--- src/rtl/ccg_eval_sched.sv ---
// Round-robin scheduler sharing one combinational benchmark circuit among NREQ requesters.
// Define CCG_EVAL_STATS_EN to add per-requester completed-response counters (txn_count).
module ccg_eval_sched #(
    parameter int NREQ   = 4,
    parameter int IN_W   = 30,
    parameter int OUT_W  = 18,
    parameter int SETTLE = 2
`ifdef CCG_EVAL_STATS_EN
    ,
    parameter int CNT_W  = 16
`endif
) (
    input  logic                      clk,
    input  logic                      rst,
    input  logic [NREQ-1:0]           req_valid,
    output logic [NREQ-1:0]           req_ready,
    input  logic [NREQ*IN_W-1:0]      req_vec,
    output logic [IN_W-1:0]           cut_x,
    input  logic [OUT_W-1:0]          cut_f,
    output logic                      rsp_valid,
    input  logic                      rsp_ready,
    output logic [$clog2(NREQ)-1:0]   rsp_id,
    output logic [OUT_W-1:0]          rsp_f,
    output logic                      busy
`ifdef CCG_EVAL_STATS_EN
    ,
    output logic [NREQ*CNT_W-1:0]     txn_count
`endif
);

    localparam int ID_W   = $clog2(NREQ);
    localparam int SCNT_W = $clog2(SETTLE + 1);

    typedef enum logic [1:0] {
        S_IDLE,
        S_SETTLE,
        S_RESP
    } state_t;

    state_t            state;
    logic [ID_W-1:0]   ptr;
    logic [SCNT_W-1:0] scnt;
    logic              grant_hit;
    logic [ID_W-1:0]   grant_idx;

    // Search upward from the requester after the last winner, wrapping around.
    always_comb begin
        grant_hit = 1'b0;
        grant_idx = '0;
        for (int k = 1; k <= NREQ; k++) begin
            if (!grant_hit && req_valid[(int'(ptr) + k) % NREQ]) begin
                grant_hit = 1'b1;
                grant_idx = ID_W'((int'(ptr) + k) % NREQ);
            end
        end
    end

    always_comb begin
        req_ready = '0;
        if (state == S_IDLE && grant_hit && !rst) begin
            req_ready[grant_idx] = 1'b1;
        end
    end

    always_ff @(posedge clk) begin
        if (rst) begin
            state     <= S_IDLE;
            ptr       <= ID_W'(NREQ - 1);
            scnt      <= '0;
            cut_x     <= '0;
            rsp_f     <= '0;
            rsp_id    <= '0;
            rsp_valid <= 1'b0;
            busy      <= 1'b0;
        end else begin
            case (state)
                S_IDLE: begin
                    if (grant_hit) begin
                        cut_x  <= req_vec[grant_idx*IN_W +: IN_W];
                        rsp_id <= grant_idx;
                        ptr    <= grant_idx;
                        scnt   <= '0;
                        busy   <= 1'b1;
                        state  <= S_SETTLE;
                    end
                end
                S_SETTLE: begin
                    scnt <= scnt + 1'b1;
                    // cut_x has been stable for SETTLE cycles at this edge.
                    if (scnt == SCNT_W'(SETTLE - 1)) begin
                        rsp_f     <= cut_f;
                        rsp_valid <= 1'b1;
                        state     <= S_RESP;
                    end
                end
                S_RESP: begin
                    if (rsp_ready) begin
                        rsp_valid <= 1'b0;
                        busy      <= 1'b0;
                        state     <= S_IDLE;
                    end
                end
                default: state <= S_IDLE;
            endcase
        end
    end

`ifdef CCG_EVAL_STATS_EN
    logic [CNT_W-1:0] cnt [NREQ];

    always_ff @(posedge clk) begin
        if (rst) begin
            for (int i = 0; i < NREQ; i++) begin
                cnt[i] <= '0;
            end
        end else if (state == S_RESP && rsp_ready) begin
            cnt[rsp_id] <= cnt[rsp_id] + 1'b1;
        end
    end

    for (genvar i = 0; i < NREQ; i++) begin : g_cnt
        assign txn_count[i*CNT_W +: CNT_W] = cnt[i];
    end
`endif

endmodule

--- config.mk ---
export PLATFORM = sky130hd
export DESIGN_NAME = ccg_eval_sched
export DESIGN_NICKNAME = d
export VERILOG_FILES = /design/src/rtl/ccg_eval_sched.sv
export SDC_FILE = /design/constraint.sdc
export NUM_CORES = 1
export LEC_CHECK = 0
export ABC_AREA = 1
export BUFFER_PORTS_ARGS = -buffer_cell sky130_fd_sc_hd__buf_2
export CORE_MARGIN = 5
export CORE_UTILIZATION = 49
export CTS_BUF_LIST = sky130_fd_sc_hd__clkbuf_8
export DETAILED_ROUTE_END_ITERATION = 8
export PLACE_DENSITY = 0.91
export SLEW_MARGIN = 10
export SYNTH_ARGS = -nofsm -noshare
export SYNTH_HDL_FRONTEND = slang
export SYNTH_SLANG_ARGS = --single-unit
--- constraint.sdc ---
create_clock -name clk -period 3.55 [get_ports clk]
set_input_delay 0.71 -clock clk [delete_from_list [all_inputs] [get_ports clk]]
set_output_delay 0.71 -clock clk [all_outputs]
set_load 0.02 [all_outputs]
==> metrics.md, run 1 <==
| Metric | Value |
|---|---|
| Vias in the first global route | 4127 |
| Syn. warnings | 0 |
| RSZ-0062 raised after global routing | false |
| Synth area leaders | dfxtp_1 34%, nand3_1 15%, nand2_1 14%, nand4_1 7.6%, nor2_1 7.4% |
| Clock buffer depth | 2 |
| # fillers | 608 |
| Setup Total Neg Slack | 0 ns |
| Final nets | 851 |
| CTS H-tree lvls | 3 |
| P_leak | 2.35 nW |
| Pre-Repair DR Iteration Count | 5 |
| Ports | 201 |
| Row cnt | 30 |
| Total grt overflow | 0 |
| Final Non-Filler Cells | 790 |
| CTS Hold Bufs | 0 |
| Worst slew margin | 53.3% |
| WL met3 | 1080 um |
| Worst clock skew | 0.0169 ns |
| Critical path class | reg2out |
| Core region area | 6760 um^2 |
| Tightest Hold Check Type | reg2reg |
| Total Routing Usage GR | 26.8% |
| Critical path fanouts, max | 24 |
| Share of layout cells above drive strength 1 | 34.4% |
| Seq. cell area | 1160 um^2 |
| Commonest non-fill, non-tap cell in the layout | buf_2 |
| DR vias | 4416 |
| Fmax | 323 MHz |
| First-pass GRT wire length | 18900 um |
| Post-Syn Area | 3380 um^2 |
| Top sig layer | met4 |
| Initial Utilization | 50.1% |
| Reg2reg end | cut_x[11] |
| Critical Path Source | ptr[0] |
| Hold path cells | 2 |
| CTS root buf | clkbuf_8 |
| Worst EP required | 2.84 ns |
| Synth Instances | 526 |
| Hold_sp | rsp_valid |
| Fin crit share | 87.3% |
| Mapped Avg Cell Area | 6.43 um^2 |
| Final hold viol count | 0 |
| Max Slew Vio Count | 0 |
| Antenna violations before repair | 0 |
| Seq/Total Area, Yosys | 34.3% |
| PwrDens | 1110 nW/um^2 |
| Slew @ Worst Pin | 0.700 ns |
| Chip height | 93.1 um |
| Worst VDD drop | 1380 uV |
| Final Worst Setup Slack | 0.451 ns |
| Antenna viol nets, final | 0 |
| Final setup fails | 0 |
| Cts bufs inserted | 9 |
| Post-synth top area share | 34.3% |
| Largest net degree at the start of global routing | 65 |
| Netlist cell types | 24 |
| Worst flop-to-flop path startpoint | ptr[0] |
| Metal1 wirelength | 4590 um |
| R2R cell count | 14 |
| I/O Buffers | 200 |
| Arrival time at the worst endpoint | 2.39 ns |
| Syn Nets | 672 |
| Die W | 93.1 um |
| Internal reg-to-reg setup slack | 0.99 ns |
| Synth-to-layout area growth | 35.0% |
| DRT Wirelength | 11900 um |
| Most frequent cells in the layout | 200 x buf_2, 123 x nand2_1, 102 x nand3_1, 67 x nor2_1, 58 x dfxtp_1 |
| Clock sinks | 58 |
| Die area | 8660 um^2 |
| Routed length on met2 | 5890 um |
| PostCTS Resize Cnt | 0 |
| Setup crit end kind | primary output |
| Diodes inserted | 0 |
| Tot Pwr | 0.00507 W |
| Initial DRC Count | 179 |
| Multi-input logic area | 1950 um^2 |
| HPWL Detailed | 8990 um |
| Routability cong. | 0.882 |
| Post-layout util | 67.6% |
| CTS tree | built |
| Max_cap viols | 0 |
| Outcome | finished, final reports clean |
| Post-route minimum period | 3.10 ns |
| Clk slew on worst S/H paths | 0.07 ns |
| DRC violations left | 0 |
| Post-CTS Setup Bufs | 0 |
| FF+latch count, synth | 58 |
| WL/cell | 15.0 um |
| Hold Crit Endpoint | rsp_valid |
| Dpl cells | 774 |
| Pre-CTS WS | 0.640 ns |
| Critical path startpoint category | register |
| Area leader, netlist | dfxtp_1 |
| Routed vias/inst | 5.59 |
| Clock latency at the later pin of the worst-skew pair | 0.34 ns |
## per-layer routing
layer	GRT usage, %	vias to the layer above
met5	0	-
met4	11.0	0
met3	5.55	27
met2	46.7	227
met1	31.8	2013
li1	-	2149
## kinds of logic (layout without fill, tap and decap cells)
kind of cell | count (synthesis) | after routing | synth area share [%]
and+or+nand+nor | 350 | 350 | 48.1
AOI/OAI and AO/OA | 60 | 60 | 9.06
DFF | 58 | 58 | 34.3
buffers and inverters | 57 | 241 | 8.14
adders and majority gates | 1 | 1 | 0.370
## worst max-delay path by stage
stage	endpoint	slack [ns]	cells past startpoint
after floorplan	req_ready[0]	0.68	11
after CTS	req_ready[3]	0.47	11
after global routing	req_ready[3]	0.21	11
after global placement	req_ready[3]	0.72	11
after detailed placement	req_ready[3]	0.64	11
final	req_ready[3]	0.45	11
## state kept, by name (all words and copies together) (netlist names)
name	count
rsp_valid	1
scnt	2
cut_x	30
state	2
rsp_id	2
ptr	2
rsp_f	18
busy	1
## synth_stat cells, drive strengths merged
| cell type | number |
|---|---|
| nand2 | 131 |
| nand3 | 103 |
| nor2 | 72 |
| dfxtp | 58 |
| nand4 | 41 |
| o21ai | 33 |
| a21oi | 24 |
| clkbuf | 23 |
| buf | 19 |
| inv | 15 |
| nor3 | 2 |
| o211ai | 2 |
| ha | 1 |
| nand3b | 1 |
| o22ai | 1 |
## final cells by class
| class | count | share of cell area (%) |
|---|---|---|
| Timing Repair Buffer | 210 | 23.6 |
| Tap cell | 80 | 2.19 |
| Multi-Input combinational cell | 411 | 42.6 |
| Clock buffer | 9 | 2.71 |
| Sequential cell | 58 | 25.4 |
| Inverter | 15 | 1.23 |
| Clock inverter | 7 | 2.25 |
## worst max-delay path: stages, from the launching register on
cell	delay, ns
dfxtp_1	0.48
inv_2	0.15
nand2_1	0.08
nand2_1	0.10
nand2_2	0.11
nand4_1	0.11
nand2_1	0.16
inv_1	0.08
nand2_2	0.34
nand2_1	0.16
nor2_1	0.11
buf_2	0.17
## power by group
group / switching [W] / internal [W]
clock: 0.000286 / 0.000401
sequential: 0.000104 / 0.000851
combinational: 0.00237 / 0.00106
## through the flow
stage	hold slack, ns	area (um^2)
2_1_floorplan	0.433	3380
3_3_place_gp	0.443	4340
3_5_place_dp	0.451	4340
4_1_cts	0.461	4570
5_1_grt	0.472	4570
6_report	0.462	4570
No activity file was read; power rests on OpenSTA's default activity.
==> run 2: changes to the inputs <==
--- a/config.mk
+++ b/config.mk
@@ -8,10 +8,10 @@
 export ABC_AREA = 1
 export BUFFER_PORTS_ARGS = -buffer_cell sky130_fd_sc_hd__buf_2
 export CORE_MARGIN = 5
-export CORE_UTILIZATION = 49
-export CTS_BUF_LIST = sky130_fd_sc_hd__clkbuf_8
+export CORE_UTILIZATION = 47
 export DETAILED_ROUTE_END_ITERATION = 8
-export PLACE_DENSITY = 0.91
+export HOLD_SLACK_MARGIN = 0.05
+export PLACE_DENSITY = 0.88
 export SLEW_MARGIN = 10
 export SYNTH_ARGS = -nofsm -noshare
 export SYNTH_HDL_FRONTEND = slang
==> constraint.sdc (replaced) <==
create_clock -name clk -period 3.55 [get_ports clk]
set_input_delay 1.065 -clock clk [delete_from_list [all_inputs] [get_ports clk]]
set_output_delay 1.065 -clock clk [all_outputs]
set_load 0.02 [all_outputs]
==> run 2 against run 1 <==
Effect of this change:
- register-to-register slack gained 0.07 ns
- die area grew 3.8%
- hold slack lost 0.0051 ns
- utilization shrank 3.2 points
- combinational power grew 2%
- sequential share of layout area shrank 0.17 points
- sequential power is essentially flat
- first-iteration DRC count grew 82%
- routed wire length grew 1.6%
- total power shrank 0.26%
- critical path depth is the same
- via count grew 0.48%
- critical path type is now in2out
- largest cell class unchanged
==> metrics.md, run 2 (synthesis results as in run 1) <==
| Metric | Value |
|---|---|
| WL/cell | 14.8 um (-1.1%) |
| Worst VDD drop | 598 uV (-57%) |
| Antenna violations before repair | 0 (unchanged) |
| WL met3 | 1100 um (+2.5%) |
| Critical path startpoint category | input pin |
| Critical-path cell list | buf_2, nand2_1, nand2_1, nand2_1, nand2_1, nor2_4, nand3_2, nand2_2, nand2_4, nor3_1, buf_2 |
| Hold Crit Endpoint | rsp_f[17] |
| Fin crit share | 97.0% (+9.7 points) |
| # fillers | 708 (+16%) |
| Logic pwr share | 69.1% (+1.5 points) |
| Commonest non-fill, non-tap cell in the layout | buf_2 |
| PwrDens | 1100 nW/um^2 (-0.91%) |
| Routed length on met2 | 5850 um (-0.70%) |
| Largest Register | cut_x |
| Max_cap viols | 0 (unchanged) |
| Clock Power Share | 12.0% (-1.6 points) |
| Pint | 0.00229 W (-0.86%) |
| Routed vias/inst | 5.46 (-2.2%) |
| P_leak | 2.36 nW (+0.42%) |
| Pre-Repair DR Iteration Count | 5 (unchanged) |
| Initial DRC Count | 326 (+82%) |
| Worst clock skew | 0.00915 ns (-0.00776 ns) |
| Routability cong. | 0.968 (+9.8%) |
| Vias in the first global route | 4062 (-1.6%) |
| Internal reg-to-reg setup slack | 1.06 ns (+0.07 ns) |
| Worst flop-to-flop path startpoint | ptr[0] |
| Ports | 201 (unchanged) |
| Hold_sp | rsp_f[17] |
| DRC violations left | 0 (unchanged) |
| CTS Hold Bufs | 0 (unchanged) |
| Final hold viol count | 0 (unchanged) |
| Clock sinks | 58 (unchanged) |
| Critical path fanouts, max | 10 (-58%) |
| Top sig layer | met4 |
| Final nets | 854 (+0.35%) |
| CP Buf/Inv Count | 2 (-1) |
| CTS H-tree lvls | 3 (unchanged) |
| Chip height | 94.8 um (+1.9%) |
| NetSw | 0.00277 W (+0.24%) |
| R2R cell count | 16 (+2) |
| Pre-CTS WS | 0.0728 ns (-0.567 ns) |
| Setup Total Neg Slack | 0 ns (unchanged) |
| CP peak stage delay | 0.19 ns (-0.29 ns) |
| Post-route minimum period | 3.44 ns (+0.346 ns) |
| Multi-input logic area | 1960 um^2 (+0.64%) |
| Synth-to-layout area growth | 35.9% |
| Outcome | finished, final reports clean |
| Cts bufs inserted | 9 (unchanged) |
| Top Registers | cut_x (30), rsp_f (18) |
| DRT Wirelength | 12100 um (+1.6%) |
| DR vias | 4437 (+0.48%) |
| Setup crit end kind | primary output |
| Fmax | 290 MHz (-10%) |
| Final setup fails | 0 (unchanged) |
| Share of layout cells above drive strength 1 | 34.8% (+0.42 points) |
| Slew @ Worst Pin | 0.696 ns (-0.00412 ns) |
| RSZ-0062 raised after global routing | true |
| CP dominant cell by count | nand2_1 |
| Die area | 8990 um^2 (+3.8%) |
| First-pass GRT wire length | 18300 um (-3.5%) |
| Switching Fraction | 54.8% (+0.28 points) |
| Antenna viol nets, final | 0 (unchanged) |
| Tightest Hold Check Type | reg2reg |
| Metal1 wirelength | 4860 um (+5.8%) |
| Max Slew Vio Count | 0 (unchanged) |
| Worst slew margin | 53.6% (+0.27 points) |
| Flop pwr share | 18.9% (about the same) |
| Critical-path top delay cell | buf_2 |
| Core region area | 7140 um^2 (+5.6%) |
| Critical path class | in2out |
| Most frequent cells in the layout | 199 x buf_2, 123 x nand2_1, 102 x nand3_1, 66 x nor2_1, 58 x dfxtp_1 |
| CTS root buf | clkbuf_8 |
| Total grt overflow | 0 (unchanged) |
| Seq. cell area | 1160 um^2 (unchanged) |
| Die W | 94.8 um (+1.9%) |
| Arrival time at the worst endpoint | 2.38 ns (about the same) |
| Row cnt | 31 (+3.3%) |
| Largest net degree at the start of global routing | 65 (unchanged) |
| Clock latency at the later pin of the worst-skew pair | 0.34 ns (about the same) |
| Hold path cells | 2 (unchanged) |
| CTS tree | built |
| Total Routing Usage GR | 25.7% (-1.0 points) |
| HPWL Detailed | 8870 um (-1.2%) |
| Delay-heaviest family, CP | simple AND/OR/NAND/NOR gates |
| Number of flip-flops in the largest register | 30 (unchanged) |
| Initial Utilization | 47.4% (-2.7 points) |
| Final Worst Setup Slack | 0.105 ns (-0.346 ns) |
| Worst EP required | 2.48 ns (-0.36 ns) |
| Diodes inserted | 0 (unchanged) |
| Reg2reg end | cut_x[11] |
| Clock buffer depth | 2 (unchanged) |
| Clk slew on worst S/H paths | 0.06 ns (about the same) |
| I/O Buffers | 200 (unchanged) |
run 2: cell count changes in the layout (fill, tap and decap cells not counted), moves of 2 or more:
cell,before,now
nand2_2,8,6
clkinv_4,3,1
clkinv_2,0,3
nand2_4,0,2
buf_4,10,14
run 2: worst max-delay path by stage:
| stage | from | endpoint | cells after the start |
|---|---|---|---|
| finish | req_valid[3] | req_ready[0] | 11 |
| global route | req_valid[2] | req_ready[2] | 11 |
| CTS | req_valid[3] | req_ready[0] | 11 |
| detailed placement | req_valid[3] | req_ready[0] | 11 |
| global placement | req_valid[3] | req_ready[2] | 11 |
| floorplan | req_valid[3] | req_ready[0] | 11 |
run 2: final cells by class:
type	count	area share (%)
clock inverters	5	1.17
well taps	99	2.70
inverters	15	1.23
multi-input cells	411	42.6
clock buffers	11	3.08
repair buffers	213	24.0
flip-flops and latches	58	25.3
run 2: metrics by stage:
step / area, um^2 / cells / hold WS, ns / power, W / utilization [%]
detailed placement: 4360 / 793 / 0.449 / 0.00435 / 61.1
finish: 4600 / 812 / 0.457 / 0.00506 / 64.4
floorplan: 3380 / 526 / 0.433 / 0.00366 / -
global route: 4600 / 812 / 0.489 / 0.00551 / 64.4
CTS: 4560 / 809 / 0.459 / 0.00496 / 63.9
global placement: 4360 / 793 / 0.440 / 0.00424 / 61.1
run 2: power groups by stage:
stage                     combinational (W)  clock [W]  sequential (W)
after floorplan                     0.00250          0         0.00116
after global placement              0.00328          0        0.000958
after detailed placement            0.00338          0        0.000963
after CTS                           0.00338   0.000618        0.000953
after global routing                0.00388   0.000657        0.000974
final                               0.00349   0.000608        0.000956
run 2: timing repair:
item / in CTS / in global routing
gates resized for setup: 0 / 5
endpoints found under the setup margin: 0 / 4
buffers inserted: 0 / 3
run 2: routing by layer:
layer / GRT usage (%) / vias to the layer above
met5: 0 / -
li1: - / 2153
met1: 30.2 / 2027
met4: 10.7 / 0
met2: 44.9 / 235
met3: 5.82 / 22
run 2: tightest hold or removal path, stage by stage (launching register included):
cell and delay, ns:
dfxtp_1 0.31, nand2_1 0.06, a21oi_1 0.05
